**src/rtl/baseline_tracker_pkg.sv**
```systemverilog
// Shared sizing helpers and window state encoding for the baseline_tracker slice.
package baseline_pkg;

  localparam int LANE_W     = 16;
  localparam int LANES      = 128 / LANE_W;
  localparam int LANES_LOG2 = $clog2(LANES);

  function automatic int f_lanes(input int tdata_w);
    return tdata_w / LANE_W;
  endfunction

  function automatic int f_log2(input int n);
    return $clog2(n);
  endfunction

  function automatic int f_sum_w(input int adc_w, input int lanes);
    return adc_w + $clog2(lanes);
  endfunction

  function automatic int f_acc_w(input int adc_w, input int lanes, input int avg_log2);
    return f_sum_w(adc_w, lanes) + avg_log2;
  endfunction

  typedef enum logic [0:0] {
    FILL  = 1'b0,
    CLOSE = 1'b1
  } state_t;

endpackage

```
**src/rtl/baseline_tracker_lane_adder.sv**
```systemverilog
// Stage 1 of baseline_tracker: lane extraction, registered lane sum and beat taint.
// Outlier compare is built only when BASELINE_REJECT_EN is defined.
module lane_adder
  import baseline_pkg::*;
#(
  parameter int ADC_W         = 12,
  parameter int TDATA_W       = 128,
  parameter int REJECT_MARGIN = 64,
  localparam int LANES_L      = f_lanes(TDATA_W),
  localparam int SUM_W        = f_sum_w(ADC_W, LANES_L)
) (
  input  logic                     i_clk,
  input  logic                     i_rst_n,
  input  logic [TDATA_W-1:0]       i_tdata,
  input  logic                     i_tvalid,
  input  logic                     i_hold,
  input  logic                     i_last,
  input  logic signed [ADC_W-1:0]  i_baseline,
  output logic signed [SUM_W-1:0]  o_sum,
  output logic                     o_taint,
  output logic                     o_last,
  output logic                     o_vld
);

  logic signed [ADC_W-1:0] w_lane [LANES_L];
  logic signed [SUM_W-1:0] w_sum;
  logic                    w_outlier;
  logic                    w_unused;

  logic signed [SUM_W-1:0] r_sum_p1;
  logic                    r_taint_p1;
  logic                    r_last_p1;
  logic                    r_vld_p1;

  for (genvar j = 0; j < LANES_L; j++) begin : g_lane
    assign w_lane[j] = i_tdata[16*j+15 -: ADC_W];
  end

  always_comb begin
    w_sum = '0;
    for (int j = 0; j < LANES_L; j++) begin
      w_sum = w_sum + SUM_W'(w_lane[j]);
    end
  end

`ifdef BASELINE_REJECT_EN
  // One extra bit keeps baseline + margin from wrapping near full scale.
  logic signed [ADC_W:0] w_limit;
  assign w_limit = (ADC_W+1)'(i_baseline) + (ADC_W+1)'(REJECT_MARGIN);

  always_comb begin
    w_outlier = 1'b0;
    for (int j = 0; j < LANES_L; j++) begin
      if ((ADC_W+1)'(w_lane[j]) > w_limit) w_outlier = 1'b1;
    end
  end

  assign w_unused = ^i_tdata;
`else
  assign w_outlier = 1'b0;
  assign w_unused  = ^{i_tdata, i_baseline};
`endif

  // ---- stage 1 boundary ----
  always_ff @(posedge i_clk or negedge i_rst_n) begin
    if (!i_rst_n) r_vld_p1 <= 1'b0;
    else          r_vld_p1 <= i_tvalid;
  end

  always_ff @(posedge i_clk) begin
    if (i_tvalid) begin
      r_sum_p1   <= w_sum;
      r_taint_p1 <= i_hold | w_outlier;
      r_last_p1  <= i_last;
    end
  end

  assign o_sum   = r_sum_p1;
  assign o_taint = r_taint_p1;
  assign o_last  = r_last_p1;
  assign o_vld   = r_vld_p1;

endmodule

```
**src/rtl/baseline_tracker.sv**
```systemverilog
// Windowed ADC baseline estimator feeding the MM trigger BASELINE input.
// Optional outlier rejection: define BASELINE_REJECT_EN.
module baseline_tracker
  import baseline_pkg::*;
#(
  parameter int ADC_RESOLUTION_WIDTH = 12,
  parameter int S_AXIS_TDATA_WIDTH   = 128,
  parameter int AVG_LEN_LOG2         = 4,
  parameter int INIT_BASELINE        = -2037,
  parameter int REJECT_MARGIN        = 64
) (
  input  logic                                   AXIS_ACLK,
  input  logic                                   AXIS_ARESETN,
  input  logic [S_AXIS_TDATA_WIDTH-1:0]          S_AXIS_TDATA,
  input  logic                                   S_AXIS_TVALID,
  input  logic                                   HOLD,
  output logic signed [ADC_RESOLUTION_WIDTH-1:0] BASELINE,
  output logic                                   BASELINE_VALID,
  output logic                                   UPDATE,
  output logic                                   WINDOW_DISCARD
);

  localparam int ADC_W   = ADC_RESOLUTION_WIDTH;
  localparam int LANES_T = f_lanes(S_AXIS_TDATA_WIDTH);
  localparam int SUM_W   = f_sum_w(ADC_W, LANES_T);
  localparam int ACC_W   = f_acc_w(ADC_W, LANES_T, AVG_LEN_LOG2);
  localparam int SHIFT   = f_log2(LANES_T) + AVG_LEN_LOG2;
  localparam logic [AVG_LEN_LOG2-1:0] CNT_MAX = '1;

  // Arithmetic shift floors toward -inf; the mean always fits ADC_W bits.
  function automatic logic signed [ADC_W-1:0] f_window_mean(input logic signed [ACC_W-1:0] total);
    logic signed [ACC_W-1:0] shifted;
    shifted = total >>> SHIFT;
    return shifted[ADC_W-1:0];
  endfunction

  logic [AVG_LEN_LOG2-1:0]  r_cnt;
  logic                     w_last_p0;

  logic signed [SUM_W-1:0]  w_sum_p1;
  logic                     w_taint_p1;
  logic                     w_last_p1;
  logic                     w_vld_p1;

  logic signed [ACC_W-1:0]  r_acc;
  logic                     r_dirty;
  state_t                   r_state;
  logic signed [ACC_W-1:0]  w_acc_next;
  logic                     w_dirty_next;
  logic signed [ACC_W-1:0]  r_total_p2;
  logic                     r_dirty_p2;

  logic signed [ADC_W-1:0]  r_baseline;
  logic                     r_baseline_valid;
  logic                     r_update;
  logic                     r_discard;

  assign w_last_p0 = (r_cnt == CNT_MAX);

  always_ff @(posedge AXIS_ACLK or negedge AXIS_ARESETN) begin
    if (!AXIS_ARESETN)      r_cnt <= '0;
    else if (S_AXIS_TVALID) r_cnt <= r_cnt + AVG_LEN_LOG2'(1);
  end

  lane_adder #(
    .ADC_W         (ADC_W),
    .TDATA_W       (S_AXIS_TDATA_WIDTH),
    .REJECT_MARGIN (REJECT_MARGIN)
  ) u_lane_adder (
    .i_clk      (AXIS_ACLK),
    .i_rst_n    (AXIS_ARESETN),
    .i_tdata    (S_AXIS_TDATA),
    .i_tvalid   (S_AXIS_TVALID),
    .i_hold     (HOLD),
    .i_last     (w_last_p0),
    .i_baseline (r_baseline),
    .o_sum      (w_sum_p1),
    .o_taint    (w_taint_p1),
    .o_last     (w_last_p1),
    .o_vld      (w_vld_p1)
  );

  assign w_acc_next   = r_acc + ACC_W'(w_sum_p1);
  assign w_dirty_next = r_dirty | w_taint_p1;

  // ---- stage 2 boundary: accumulate, close window into total register ----
  always_ff @(posedge AXIS_ACLK or negedge AXIS_ARESETN) begin
    if (!AXIS_ARESETN) begin
      r_acc   <= '0;
      r_dirty <= 1'b0;
      r_state <= FILL;
    end else begin
      r_state <= FILL;
      if (w_vld_p1) begin
        if (w_last_p1) begin
          r_acc   <= '0;
          r_dirty <= 1'b0;
          r_state <= CLOSE;
        end else begin
          r_acc   <= w_acc_next;
          r_dirty <= w_dirty_next;
        end
      end
    end
  end

  always_ff @(posedge AXIS_ACLK) begin
    if (w_vld_p1 && w_last_p1) begin
      r_total_p2 <= w_acc_next;
      r_dirty_p2 <= w_dirty_next;
    end
  end

  // ---- stage 3 boundary: output registers ----
  always_ff @(posedge AXIS_ACLK or negedge AXIS_ARESETN) begin
    if (!AXIS_ARESETN) begin
      r_baseline       <= ADC_W'(INIT_BASELINE);
      r_baseline_valid <= 1'b0;
      r_update         <= 1'b0;
      r_discard        <= 1'b0;
    end else begin
      r_update  <= (r_state == CLOSE) && !r_dirty_p2;
      r_discard <= (r_state == CLOSE) &&  r_dirty_p2;
      if ((r_state == CLOSE) && !r_dirty_p2) begin
        r_baseline       <= f_window_mean(r_total_p2);
        r_baseline_valid <= 1'b1;
      end
    end
  end

  assign BASELINE       = r_baseline;
  assign BASELINE_VALID = r_baseline_valid;
  assign UPDATE         = r_update;
  assign WINDOW_DISCARD = r_discard;

endmodule

```
**config.mk**
```make
export PLATFORM = sky130hd
export DESIGN_NAME = baseline_tracker
export DESIGN_NICKNAME = d
export VERILOG_FILES = /design/src/rtl/baseline_tracker_pkg.sv /design/src/rtl/baseline_tracker_lane_adder.sv /design/src/rtl/baseline_tracker.sv
export SDC_FILE = /design/constraint.sdc
export NUM_CORES = 1
export LEC_CHECK = 0
export BUFFER_PORTS_ARGS = -buffer_cell sky130_fd_sc_hd__buf_2
export CORE_MARGIN = 10
export CORE_UTILIZATION = 32
export DETAILED_ROUTE_END_ITERATION = 6
export GPL_ROUTABILITY_DRIVEN = 1
export GPL_TIMING_DRIVEN = 0
export SLEW_MARGIN = 20
export SYNTH_ARGS = -nofsm -noshare
export SYNTH_HDL_FRONTEND = slang
export SYNTH_SLANG_ARGS = --single-unit
```
**constraint.sdc**
```tcl
create_clock -name AXIS_ACLK -period 2.6 [get_ports AXIS_ACLK]
set_input_delay 0.13 -clock AXIS_ACLK [delete_from_list [all_inputs] [get_ports AXIS_ACLK]]
set_output_delay 0.13 -clock AXIS_ACLK [all_outputs]
set_load 0.01 [all_outputs]
```
==> out/qor_table.md, run 1 <==
| Metric | Value | Unit |
|:---|:---|:---|
| Minimum period implied by the final worst setup slack | 4.63 | ns |
| Post-Synthesis Net Count | 816 | - |
| Worst Path Arrival | 4.70 | ns |
| Instance count after placement with tap cells included | 921 | - |
| Fraction of layout instances using a drive strength above 1 | 33.0 | % |
| Number of enable flip-flop cells after synthesis | 30 | - |
| Kind of start point of the critical path | input pin | - |
| Maximum number of pins on one net before global-route repair | 42 | - |
| Number of global-route vias before repair | 4889 | - |
| Drt wl/cell | 13.9 | um |
| Number of nets in the final layout | 962 | - |
| Non-filler cells in the finished layout | 958 | - |
| Number of synthesized register bits | 71 | - |
| Gate count after technology mapping | 573 | - |
| Die outline area | 0.0251 | sq mm |
| Part of the cycle the worst path needs | 178 | % |
| Number of failing hold endpoints at the final stage | 0 | - |
| Number of antenna violations at the first check in global routing | 1 | - |
| Share of Yosys cell area claimed by the top area cell type | 21.9 | % |
| Run status | finished with violations | - |
| Async set-or-reset flop fraction in the synthesized netlist | 57.7 | % |
| Critical Path Slowest Stage Cell | fa_1 | - |
| Number of CTS-inserted buffers | 9 | - |
| Most repeated library cell on the critical path | fa_1 | - |
| CTS tree | built | - |
| Number of pins exceeding their max-slew limit in the final report | 0 | - |
| Largest vdd supply drop | 0.921 | mV |
| Initial core utilization | 32.6 | % |
| Number of buffers on the longest clock path | 2 | - |
| Share of synthesized area occupied by flip-flops and latches | 31.6 | % |
| Final Hold Slack | 0.204 | ns |
| DIE HEIGHT | 158 | um |
| Number of setup violations in the final report | 13 | - |
| Root Buffer | clkbuf_16 | - |
| N_diodes | 0 | - |
| Routability congestion estimate from global placement | 0.852 | - |
| Std cell rows | 50 | - |
| Critical Setup Path Class | input pin to flip-flop | - |
| H-tree depth | 3 | - |
| Number of warnings reported in the yosys synthesis log | 0 | - |
| Setup slack after layout | -2.03 | ns |
| Critical path's largest stage delay | 0.51 | ns |
| Required time at the worst-slack endpoint | 2.67 | ns |
| First-pass GRT wire length | 22300 | um |
| Maximum net fanout on the critical path | 3 | - |
| Overflow left after global routing | 0 | - |
| Dominant synthesized flop cell | dfrtp_1 | - |
| Synth area leader | fa_1 | - |
| Transition time at the pin with the least slew margin | 0.965 | ns |
| Iter 0 DRT Violations | 159 | - |
| Total Routed Length | 13400 | um |
| Port Buf Inserts | 114 | - |
| Failing checks | negative setup slack | - |
| Cell Chain, Critical Path | buf_8 -> inv_4 -> fa_1 -> inv_2 -> ha_4 -> inv_2 -> fa_2 -> nor2b_1 -> o21ai_1 -> a21boi_1 -> o21ai_2 -> a21oi_2 -> xnor2_1 -> fa_1 -> fa_1 -> fa_1 -> inv_2 -> ha_4 -> a21o_1 -> a21oi_2 -> nand2_2 -> buf_4 -> nor3_2 -> a211oi_1 | - |
| Clk_lat worst skew | 0.33 | ns |
| Relative area change from synthesis to final layout | 27.4 | % |
| Number of detailed-routing iterations run before antenna repair | 4 | - |
| Via-to-Cell Ratio | 4.71 | - |
| Skew final | 0.00530 | ns |
| Setup repair after global routing missed its margin | yes | - |
| Buffers & Inverters on Critical Path | 6 | - |
| Syn Area/Cell | 10.7 | sq um |
| Worst path top cell family by delay | adder cells | - |
| Max_slew headroom | 35.7 | % |
| Clock transition time at the flip-flop clock pins of the worst setup and hold paths | 0.05 | ns |
| Max-cap violations | 0 | - |
| Top cells by area in the synthesized netlist | fa_1 22%, dfrtp_1 15%, edfxtp_1 15% | - |
| HPWL reported at the end of detailed placement | 10800 | um |
| DRC viols | 0 | - |
| Area of the core | 0.0188 | sq mm |
| Via Count | 4513 | - |
| Post-placement setup slack | -2.64 | ns |
| I/O Pins | 147 | - |
| Static Leakage | 3.64 | nW |
| PwrDens | 1740 | mW/mm^2 |
| Worst min-delay path category | input pin to flip-flop | - |
| Die outline width | 158 | um |
| Routed Antenna Nets | 0 | - |
| GRT Overall Usage | 10.7 | % |
| Post-synthesis instance area | 0.00612 | sq mm |
| Count of distinct cell types in the synthesized netlist | 61 | - |
| Kind of capture point of the worst setup path | flip-flop | - |
| Maximum frequency from static timing analysis | 216 | MHz |
| TritonCTS Sinks | 71 | - |
[path summary, 6_finish.rpt]
kind | startpoint | end | slack [ns] | cells after the start
max | S_AXIS_TDATA[21] | u_lane_adder.o_sum[14] | -2.03 | 24
min | S_AXIS_TVALID | u_lane_adder.o_vld | 0.20 | 1
max reg2reg | r_acc[0] | r_total_p2[16] | 0.12 | 8
min reg2reg | BASELINE_VALID | BASELINE_VALID | 0.46 | 1
max in group asynchronous | AXIS_ARESETN | u_lane_adder.o_vld | 1.50 | 2
min in group asynchronous | AXIS_ARESETN | BASELINE[4] | 0.49 | 2
[stage by stage]
stage | util, % | setup TNS, ns | power (mW) | instance area [sq um]
after floorplan | - | -20.07 | 8.89 | 6300
after global placement | 38.2 | -24.84 | 10.4 | 7160
after detailed placement | 38.2 | -25.35 | 10.5 | 7160
after CTS | 41.1 | -19.59 | 13.0 | 7720
after global routing | 41.5 | -21.72 | 14.8 | 7800
final | 41.5 | -19.38 | 13.5 | 7800
[cell usage after synthesis, types with 3 or more instances]
| master | number |
|---|---|
| o31ai_1 | 3 |
| nor2_1 | 18 |
| xor2_1 | 17 |
| and3_1 | 6 |
| o21a_1 | 3 |
| edfxtp_1 | 30 |
| a22o_1 | 7 |
| xnor2_1 | 23 |
| clkbuf_1 | 8 |
| ha_1 | 44 |
| a31o_1 | 4 |
| dfrtp_1 | 37 |
| o21ai_1 | 14 |
| or2_2 | 4 |
| fa_1 | 67 |
| mux2_2 | 13 |
| inv_1 | 103 |
| nor2b_1 | 8 |
| nand2_1 | 28 |
| a211oi_1 | 5 |
| dfstp_2 | 4 |
| nor3_1 | 9 |
| nand3_1 | 6 |
| a21o_1 | 16 |
| nand4_1 | 5 |
| or3_1 | 3 |
| a21oi_1 | 29 |
| a31o_2 | 3 |
| o211ai_1 | 4 |
| or4_1 | 3 |
| o21ai_0 | 8 |
[sequential cells by signal, summed over array words and instances (netlist names)]
signal and flops:
r_acc 19, u_lane_adder.o_sum 15, BASELINE 12, r_total_p2 12, r_cnt 4, BASELINE_VALID 1, UPDATE 1, WINDOW_DISCARD 1
r_dirty 1, r_dirty_p2 1, r_state 1, u_lane_adder.o_last 1, u_lane_adder.o_taint 1, u_lane_adder.o_vld 1
[area by class of cell]
type	count	area (sq um)
inverters	104	403
flip-flops and latches	71	1930
multi-input cells	390	4070
clock inverters	5	38.8
fillers	1822	11000
clock buffers	11	254
plain buffers	8	30.0
well taps	234	293
repair buffers	135	776
[metal layers]
metal	wire [um]	vias up	GRT usage, %
met3	981	13	3.26
met2	6270	121	17.5
met1	5970	2132	13.7
met5	0	-	0
li1	-	2247	-
met4	141	0	2.29
[where the power goes]
part | leakage, nW | internal, mW | switching (mW) | total [mW]
combinational | 2.71 | 4.99 | 5.06 | 10.1
clock | 0.141 | 0.708 | 0.460 | 1.17
sequential | 0.785 | 2.07 | 0.243 | 2.32
total | 3.64 | 7.77 | 5.77 | 13.5
[logic make-up (layout without fill, tap and decap cells)]
family / after synthesis / in the layout / share of synthesized area (%)
fa+ha+maj: 111 / 111 / 30.9
compound gates: 125 / 125 / 14.2
buf+inv: 112 / 263 / 6.87
xor+xnor: 40 / 40 / 5.72
flops: 71 / 71 / 31.6
simple gates: 100 / 100 / 8.15
mux: 14 / 14 / 2.55
[cell usage in the layout, fill, tap and decap left out, types with 5 or more instances in the layout]
master     synthesis  layout
buf_2              0     111
inv_1            103      87
fa_1              67      61
dfrtp_1           37      37
ha_1              44      34
edfxtp_1          30      30
nand2_1           28      24
xnor2_1           23      21
a21oi_1           29      20
nor2_1            18      17
xor2_1            17      17
a21o_1            16      16
buf_4              0      16
o21ai_1           14      14
inv_2              1      14
mux2_2            13      13
clkbuf_16          0      10
a21oi_2            1       9
clkbuf_1           8       9
ha_4               0       9
nor2b_1            8       8
a22o_1             7       7
o21ai_0            8       6
nor3_1             9       6
fa_2               0       6
nand2_2            1       5
and3_1             6       5
nand4_1            5       5
nand3_1            6       5
[what timing repair did]
item                       4_1_cts  5_1_grt
buffers inserted                18        1
resized for setup               26       15
setup endpoints to repair       14       17
pin swaps                       50       24
hold endpoints to repair        33        0
hold buffers                     2        0
(Power assumes the default switching activity.)
==> inputs of run 2 (changes only) <==
--- a/config.mk
+++ b/config.mk
@@ -14,4 +14,5 @@
 export SLEW_MARGIN = 20
 export SYNTH_ARGS = -nofsm -noshare
 export SYNTH_HDL_FRONTEND = slang
+export SYNTH_HIERARCHICAL = 1
 export SYNTH_SLANG_ARGS = --single-unit
==> out/qor_table.md, run 2 <==
| Metric | Value | Unit | vs previous |
|:---|:---|:---|:---|
| Top cells by count, synth | 172 x inv_1, 76 x fa_1, 37 x dfrtp_1 | - |  |
| Part of the cycle the worst path needs | 138 | % | -40 points |
| Hold Path Sink | u_lane_adder/o_vld | - |  |
| Minimum period implied by the final worst setup slack | 3.59 | ns | -1.04 ns |
| Final Hold Slack | 0.196 | ns | -0.00777 ns |
| Synth area leader | fa_1 | - |  |
| Number of enable flip-flop cells after synthesis | 30 | - | unchanged |
| Post-Synthesis Net Count | 856 | - | +4.9% |
| PwrDens | 1470 | mW/mm^2 | -15% |
| Std cell rows | 51 | - | +2.0% |
| Count of distinct cell types in the synthesized netlist | 70 | - | +15% |
| Initial core utilization | 32.6 | % | about the same |
| Failing checks | negative setup slack | - |  |
| Max_slew headroom | 36.1 | % | +0.42 points |
| GRT Overall Usage | 9.74 | % | -0.99 points |
| FF-to-FF path depth | 8 | - | unchanged |
| Number of detailed-routing iterations run before antenna repair | 4 | - | unchanged |
| Largest vdd supply drop | 0.601 | mV | -35% |
| Via Count | 4419 | - | -2.1% |
| I/O Pins | 147 | - | unchanged |
| Number of global-route vias before repair | 4680 | - | -4.3% |
| Skew final | 0.00802 | ns | +0.00272 ns |
| TritonCTS Sinks | 71 | - | unchanged |
| Launch instance of the worst min-delay path | S_AXIS_TVALID | - |  |
| Kind of start point of the critical path | input pin | - |  |
| Critical R2R Capture | r_total_p2[18] | - |  |
| Number of pins exceeding their max-slew limit in the final report | 0 | - | unchanged |
| Number of CTS-inserted buffers | 9 | - | unchanged |
| Routability congestion estimate from global placement | 0.884 | - | +3.7% |
| Clock transition time at the flip-flop clock pins of the worst setup and hold paths | 0.06 | ns | about the same |
| Max reg flops | 19 | - | unchanged |
| CTS tree | built | - |  |
| Die outline area | 0.0259 | sq mm | +3.2% |
| Number of failing hold endpoints at the final stage | 0 | - | unchanged |
| Hold path cells | 1 | - | unchanged |
| Number of antenna violations at the first check in global routing | 0 | - | -1 |
| H-tree depth | 3 | - | unchanged |
| Area of the core | 0.0195 | sq mm | +3.7% |
| Syn Area/Cell | 10.3 | sq um | -3.2% |
| Number of buffers on the longest clock path | 2 | - | unchanged |
| Post-synthesis instance area | 0.00635 | sq mm | +3.7% |
| Routed Antenna Nets | 0 | - | unchanged |
| DRC viols | 0 | - | unchanged |
| Commonest cells after routing, fill and taps aside | 155 x inv_1, 109 x buf_2, 72 x fa_1 | - |  |
| Run status | finished with violations | - |  |
| Die outline width | 161 | um | +1.6% |
| Via-to-Cell Ratio | 4.35 | - | -7.6% |
| Register with the most flip-flops | r_acc | - |  |
| Worst reg2reg path startpoint | u_lane_adder/o_sum[0] | - |  |
| Maximum number of pins on one net before global-route repair | 42 | - | unchanged |
| DIE HEIGHT | 161 | um | +1.6% |
| Relative area change from synthesis to final layout | 23.9 | % |  |
| Critical Setup Path Class | input pin to flip-flop | - |  |
| Transition time at the pin with the least slew margin | 0.959 | ns | -0.00635 ns |
| Port Buf Inserts | 114 | - | unchanged |
| Setup slack after layout | -0.992 | ns | +1.04 ns |
| Multi-input gate area in the final layout | 0.00387 | sq mm | -5.0% |
| Number of synthesized register bits | 71 | - | unchanged |
| Count of fill cells added during filler insertion | 1895 | - | +4.0% |
| Maximum frequency from static timing analysis | 278 | MHz | +29% |
| Maximum net fanout on the critical path | 3 | - | unchanged |
| Sequential Area | 0.00193 | sq mm | unchanged |
| Overflow left after global routing | 0 | - | unchanged |
| Worst-case register-to-register setup slack | 0.14 | ns | +0.02 ns |
| Number of nets in the final layout | 987 | - | +2.6% |
| Worst Path Arrival | 3.68 | ns | -1.02 ns |
| HPWL reported at the end of detailed placement | 10200 | um | -5.7% |
| Static Leakage | 3.86 | nW | +6.2% |
| Fraction of layout instances using a drive strength above 1 | 30.1 | % | -2.9 points |
| Most instantiated library cell after synthesis | inv_1 | - |  |
| Drt wl/cell | 12.2 | um | -13% |
| Number of warnings reported in the yosys synthesis log | 6 | - | +6 |
| Async set-or-reset flop fraction in the synthesized netlist | 57.7 | % | unchanged |
| Most common cell after layout, fill and taps aside | inv_1 | - |  |
| Iter 0 DRT Violations | 228 | - | +43% |
| Worst min-delay path category | input pin to flip-flop | - |  |
| Number of setup violations in the final report | 12 | - | -1 |
| Root Buffer | clkbuf_16 | - |  |
| Dominant synthesized flop cell | dfrtp_1 | - |  |
| Gate count after technology mapping | 614 | - | +7.2% |
| Required time at the worst-slack endpoint | 2.69 | ns | +0.02 ns |
| N_diodes | 0 | - | unchanged |
| Max-cap violations | 0 | - | unchanged |
| Total Routed Length | 12400 | um | -7.5% |
| Share of synthesized area occupied by flip-flops and latches | 30.4 | % | -1.1 points |
| Kind of capture point of the worst setup path | flip-flop | - |  |
| Share of Yosys cell area claimed by the top area cell type | 24.0 | % | +2.1 points |
| Clk_lat worst skew | 0.34 | ns | about the same |
| Non-filler cells in the finished layout | 1015 | - | +5.9% |
| First-pass GRT wire length | 21200 | um | -4.9% |
| Top cells by area in the synthesized netlist | fa_1 24%, dfrtp_1 15%, edfxtp_1 14% | - |  |
| Setup repair after global routing missed its margin | yes | - |  |
| Instance count after placement with tap cells included | 993 | - | +7.8% |
[run 2: cell count changes after synthesis, moves of 9 or more]
cell and delta:
ha_1 -10, a21o_1 -10, fa_1 +9, xor2_1 -10, o21ai_1 -13, inv_1 +69
[run 2: layout make-up]
cell class	instances	share of cell area (%)
buffer	10	0.954
clock buffer	9	2.86
sequential	71	24.6
clock inverter	7	1.30
timing repair buffer	121	8.46
multi-input combinational	358	49.1
inverter	174	8.49
tap	265	4.22
[run 2: layer usage]
metal  part of all wire (%)  global-route usage [%]
met5                      0                       0
met4                    1.1                    2.40
met3                    5.9                    2.86
met2                     47                    16.1
met1                     46                    12.2
[run 2: through the flow]
step / worst slack, ns / TNS [ns] / total power, mW / area (sq um) / utilization [%]
6_report: -0.992 / -9.01 / 11.6 / 7870 / 40.4
5_1_grt: -1.14 / -10.64 / 12.8 / 7870 / 40.4
4_1_cts: -1.01 / -8.91 / 11.3 / 7770 / 39.9
3_5_place_dp: -1.54 / -14.49 / 9.61 / 7340 / 37.7
3_3_place_gp: -1.53 / -14.41 / 9.54 / 7340 / 37.7
2_1_floorplan: -1.24 / -10.96 / 8.16 / 6440 / -
[run 2: cells by family after synthesis]
kind of cell / count (synthesis) / share of synthesized area [%]
and+or+nand+nor: 109 / 9.00
buffers and inverters: 185 / 11.5
DFF: 71 / 30.4
adders and majority gates: 110 / 30.7
muxes: 14 / 2.46
AOI/OAI and AO/OA: 99 / 12.1
xor gates and xnor gates: 26 / 3.82
[run 2: how the worst max path moves through the flow]
stage	startpoint	cells after the start	endpoint	slack (ns)
floorplan	S_AXIS_TDATA[86]	16	u_lane_adder/o_sum[12]	-1.24
detailed placement	S_AXIS_TDATA[86]	17	u_lane_adder/o_sum[12]	-1.54
global route	S_AXIS_TDATA[38]	17	u_lane_adder/o_sum[12]	-1.14
global placement	S_AXIS_TDATA[86]	17	u_lane_adder/o_sum[12]	-1.53
CTS	S_AXIS_TDATA[6]	17	u_lane_adder/o_sum[12]	-1.01
finish	S_AXIS_TDATA[38]	17	u_lane_adder/o_sum[12]	-0.99
[run 2: repair_timing]
action                                  CTS  global route
hold endpoints to repair                 38             0
pin swaps                                24            15
hold buffers                              2             0
endpoints found under the setup margin   12            14
gates resized for setup                  19            22
setup buffers                             2             3
[run 2: critical path, stage by stage]
cell      delay (ns)
buf_6           0.07
inv_2           0.03
fa_1            0.54
inv_2           0.04
fa_1            0.49
fa_1            0.49
inv_1           0.05
fa_1            0.49
inv_2           0.04
ha_4            0.15
inv_2           0.05
fa_2            0.22
nor2b_4         0.05
o31a_4          0.30
o311ai_4        0.26
and4b_1         0.25
nor3_2          0.04
[run 2: report_power, final]
group | total, mW | leakage, nW | internal (mW) | switching, mW
clock network | 1.35 | 0.157 | 0.851 | 0.496
logic | 7.97 | 2.92 | 3.82 | 4.15
registers | 2.23 | 0.785 | 2.00 | 0.231
